`src/rtl/fetch_unit.sv`:
```
// Instruction fetch stage: owns the PC, issues instruction-memory reads and
// hands fetched words to decode over a valid/ready handshake. A redirect
// (loadPc) always wins and inserts a one-cycle request gap (FLUSH).
// Optional macro FETCH_COUNT_EN adds a saturating accepted-instruction
// counter; without it fetchCount is tied to zero.
module fetch_unit #(
  parameter int                   addrWidth   = 8,
  parameter int                   dataWidth   = 16,
  parameter logic [addrWidth-1:0] resetVector = '0
) (
  input  logic                 clk,
  input  logic                 reset,
  input  logic [addrWidth-1:0] nextPc,
  input  logic                 loadPc,
  output logic [addrWidth-1:0] pc,
  output logic [addrWidth-1:0] pcPlus1,
  output logic                 memReq,
  output logic [addrWidth-1:0] memAddr,
  input  logic                 memAck,
  input  logic [dataWidth-1:0] memData,
  output logic [dataWidth-1:0] instr,
  output logic                 instrValid,
  input  logic                 instrReady,
  output logic [15:0]          fetchCount
);

  typedef enum logic [1:0] {
    FETCH = 2'd0,
    VALID = 2'd1,
    FLUSH = 2'd2
  } state_t;

  state_t                 r_state;
  state_t                 w_state_nxt;
  logic [addrWidth-1:0]   r_pc;
  logic [dataWidth-1:0]   r_instr;
  logic                   r_instr_valid;
  logic [addrWidth-1:0]   w_pc_plus1;

  // Incrementer wraps naturally at 2^addrWidth.
  assign w_pc_plus1 = r_pc + addrWidth'(1);

  assign pc         = r_pc;
  assign pcPlus1    = w_pc_plus1;
  assign memAddr    = r_pc;
  assign instr      = r_instr;
  assign instrValid = r_instr_valid;

  // State register; reset parks the FSM in FETCH.
  always_ff @(posedge clk) begin
    if (reset) r_state <= FETCH;
    else       r_state <= w_state_nxt;
  end

  // Next-state and Moore request output; loadPc has priority everywhere.
  always_comb begin
    w_state_nxt = r_state;
    memReq      = 1'b0;
    case (r_state)
      FETCH: begin
        memReq = 1'b1;
        if (loadPc)      w_state_nxt = FLUSH;
        else if (memAck) w_state_nxt = VALID;
      end
      VALID: begin
        if (loadPc)          w_state_nxt = FLUSH;
        else if (instrReady) w_state_nxt = FETCH;
      end
      FLUSH: begin
        if (loadPc) w_state_nxt = FLUSH;
        else        w_state_nxt = FETCH;
      end
      default: w_state_nxt = FETCH;
    endcase
  end

  // PC, instruction latch and valid flag; redirect drops any word in flight.
  always_ff @(posedge clk) begin
    if (reset) begin
      r_pc          <= resetVector;
      r_instr       <= '0;
      r_instr_valid <= 1'b0;
    end else if (loadPc) begin
      r_pc          <= nextPc;
      r_instr_valid <= 1'b0;
    end else begin
      case (r_state)
        FETCH: begin
          if (memAck) begin
            r_instr       <= memData;
            r_instr_valid <= 1'b1;
            r_pc          <= w_pc_plus1;
          end
        end
        VALID: begin
          if (instrReady) r_instr_valid <= 1'b0;
        end
        default: ;
      endcase
    end
  end

`ifdef FETCH_COUNT_EN
  logic [15:0] r_fetch_count;

  // Count accepted words, saturating; redirected words are not counted.
  always_ff @(posedge clk) begin
    if (reset)
      r_fetch_count <= 16'h0000;
    else if (r_instr_valid && instrReady && !loadPc && (r_fetch_count != 16'hFFFF))
      r_fetch_count <= r_fetch_count + 16'h0001;
  end

  assign fetchCount = r_fetch_count;
`else
  assign fetchCount = 16'h0000;
`endif

endmodule

```
`config.mk`:
```
export PLATFORM = sky130hd
export DESIGN_NAME = fetch_unit
export DESIGN_NICKNAME = d
export VERILOG_FILES = /design/src/rtl/fetch_unit.sv
export SDC_FILE = /design/constraint.sdc
export NUM_CORES = 1
export LEC_CHECK = 0
export ABC_AREA = 1
export BUFFER_PORTS_ARGS = -buffer_cell sky130_fd_sc_hd__buf_2
export CAP_MARGIN = 20
export CORE_UTILIZATION = 40
export CTS_BUF_LIST = sky130_fd_sc_hd__clkbuf_8
export CTS_CLUSTER_DIAMETER = 150
export DETAILED_ROUTE_END_ITERATION = 10
export GPL_ROUTABILITY_DRIVEN = 0
export GPL_TIMING_DRIVEN = 1
export PLACE_DENSITY = 0.75
export SLEW_MARGIN = 15
export SYNTH_ARGS = -nofsm -noshare
export SYNTH_HDL_FRONTEND = slang
export SYNTH_SLANG_ARGS = --single-unit
export TNS_END_PERCENT = 1
```
`constraint.sdc`:
```
create_clock -name clk -period 2.6 [get_ports clk]
set_clock_uncertainty 0.15 [all_clocks]
set_input_delay 0.52 -clock clk [delete_from_list [all_inputs] [get_ports clk]]
set_output_delay 0.52 -clock clk [all_outputs]
set_load 0.01 [all_outputs]
```
==> run metrics <==
outcome=complete, no violations; CP max FO=6; total CTS buffers=3; sequence of cells on the critical path=ha_1 -> nand2_1 -> nor2_1 -> nand3_1 -> and2_1 -> buf_2; FF-to-FF path depth=7; post-synth cell types=22; Yosys top cell area share=37.0%; DIE HEIGHT=62.5 µm; Max VDD drop=416 µV; Post-Syn Instances=205; Fin. Hold Viols=0; CTS tree=done; via density per instance=4.50; Pre-antenna DRT Iters=4; Clock Latency Late Sink=0.27 ns; I/O Buffers=70; core area=3420 µm²; DRT iter0 DRCs=37; Worst Hold Depth=3; Remaining DRCs=0; MaxCap Viol Count=0; Final min period=2.19 ns; H-tree levels=1; first-pass GRT wire length=5.34 mm; Final setup viols=0; placed cell areas=1700 µm²; leakage power=0.948 nW; Clock Path Buffers=2; GRT Total Usage=16.6%; yosys warns=0; Layout fillers=355; sequential fraction of the synthesis area=37.0%; Slew Viols, Final=0; I/O pin total=87; cell area after layout=1750 µm²; CP Capture Type=output pin; HP Start=memData[1]; via count=1401; Worst R2R Start=r_state[1]$_SDFFE_PP0P_; CP peak stage delay=0.43 ns; post-CTS resize count=0; RSZ-0062 raised after global routing=false; fin util=51.4%; Final period util=84.4%; CP max stage cell=dfxtp_1; HPWL after DPL=2.37 mm; r2r setup slk=0.90 ns; overall power=933 µW; Initial Util=42.8%; hold buffers post-CTS=0; ant diodes=0; CTS sink cnt=27; area growth from synthesis to layout=19.9%; Post-CTS Setup Inserts=0; CTS root buf=clkbuf_8; Reg clk slew, reported paths=0.10 ns; Buffers & Inverters on Critical Path=1; Die X=62.5 µm; WHS=0.309 ns; WP data arrival=1.52 ns; largest net degree at the start of global routing=19; Max Freq=0.456 GHz; number of global-route vias before repair=1234; worst hold path endpoint=instr[1]$_SDFFE_PP0P_; Synth Cell Area=1460 µm²; Largest delay share family, worst path=simple AND/OR/NAND/NOR gates; syn_area_per_cell=7.13 µm²; startpoint types=flop; GR Overflow Total=0; Synth area leaders=dfxtp_1 (37%), buf_4 (13%), nor2_1 (9.8%); Die Area=3900 µm²; cell area power density=532 nW/µm²; Hold WC Path Type=input pin to flop; row count=21; post-synth top area cell=dfxtp_1; Seq cells post-synth=27; setup TNS=0 ns; initial antenna violation count=0; mean routed wirelength per cell=10.3 µm; Net count, final=299; Antenna Nets Post-Route=0; total wire length=3.22 mm; CP Class=flop to output pin; reg2reg end=instr[7]$_SDFFE_PP0P_; layout cells sized above 1=30.6%; Worst EP required=1.93 ns
-- metal layers --
layer  vias up  wire [µm]  track usage [%]
met5         -          0                0
li1        722          -                -
met1       617       1430             20.2
met3         2        226             4.74
met2        60       1550             28.9
met4         0         18             3.49
-- flip-flops by register name, indices dropped and copies added, names as in the netlist --
signal / flops
instr: 16
instrValid: 1
memAddr: 8
r_state: 2
-- area by class of cell --
cell class | count | area (µm²) | share of cell area (%)
flip-flops and latches | 27 | 541 | 30.8
inverters | 21 | 78.8 | 4.49
multi-input cells | 142 | 669 | 38.2
clock inverters | 1 | 8.76 | 0.499
repair buffers | 71 | 358 | 20.4
clock buffers | 3 | 41.3 | 2.35
well taps | 46 | 57.6 | 3.28
-- through the flow --
step / std cells / worst slack [ns]
CTS: 311 / 0.394
global route: 311 / 0.295
detailed placement: 307 / 0.714
finish: 311 / 0.406
floorplan: 220 / 0.831
global placement: 307 / 0.778
-- worst max-delay path by stage --
| stage | from | cells past startpoint | slack [ns] | endpoint |
|---|---|---|---|---|
| 2_1_floorplan | memAddr[0]$_SDFFE_PP0P_ | 5 | 0.83 | pcPlus1[6] |
| 3_3_place_gp | memAddr[1]$_SDFFE_PP0P_ | 6 | 0.78 | pcPlus1[6] |
| 3_5_place_dp | memAddr[1]$_SDFFE_PP0P_ | 6 | 0.71 | pcPlus1[6] |
| 4_1_cts | memAddr[0]$_SDFFE_PP0P_ | 6 | 0.39 | pcPlus1[6] |
| 5_1_grt | memAddr[1]$_SDFFE_PP0P_ | 6 | 0.29 | pcPlus1[6] |
| 6_report | memAddr[0]$_SDFFE_PP0P_ | 6 | 0.41 | pcPlus1[6] |
-- power breakdown --
part           switching (mW)  leakage, nW  internal (mW)
Combinational           0.128        0.700         0.0823
Sequential             0.0228        0.222          0.445
Clock                   0.142       0.0261          0.113
-- cells in the final DEF, fill, tap and decap left out, drive strengths merged, types with 4 or more instances in the layout --
cell type  synthesis  layout
o21ai             25      25
inv               21      22
nor2              40      40
a21oi              7       7
nand2             30      30
nand3              9       9
buf               29      71
a31oi              4       4
dfxtp             27      27
conb               1      16
ha                 4       4
-- synth_stat cells --
master,n
nand3_1,9
inv_2,2
a21oi_1,6
a31oi_1,4
o21ai_0,25
buf_2,1
nand2_1,29
ha_1,4
nor2_1,38
nor2_2,1
buf_4,25
nor3_1,1
conb_1,1
dfxtp_1,27
a21oi_2,1
nor2_4,1
clkbuf_1,1
and2_1,3
inv_1,19
buf_6,3
xor2_1,3
nand2_2,1
-- worst reg2reg max path: stages, from the launching register on --
cell and delay (ns):
dfxtp_1 0.34, inv_1 0.08, ha_1 0.26, nand2_2 0.11, nor2_4 0.26, buf_4 0.25, o21ai_0 0.10, nor2_1 0.10
-- cell families after synthesis --
family                   count (synthesis)  share of synthesized area (%)
adder cells (fa/ha/maj)                  4                           3.42
XOR/XNOR                                 3                           1.80
other                                    1                          0.256
AO/OA/AOI/OAI                           36                           12.9
flip-flops                              27                           37.0
buffers and inverters                   51                           21.1
AND/OR/NAND/NOR                         83                           23.5
No activity file was read; power rests on OpenSTA's default activity.
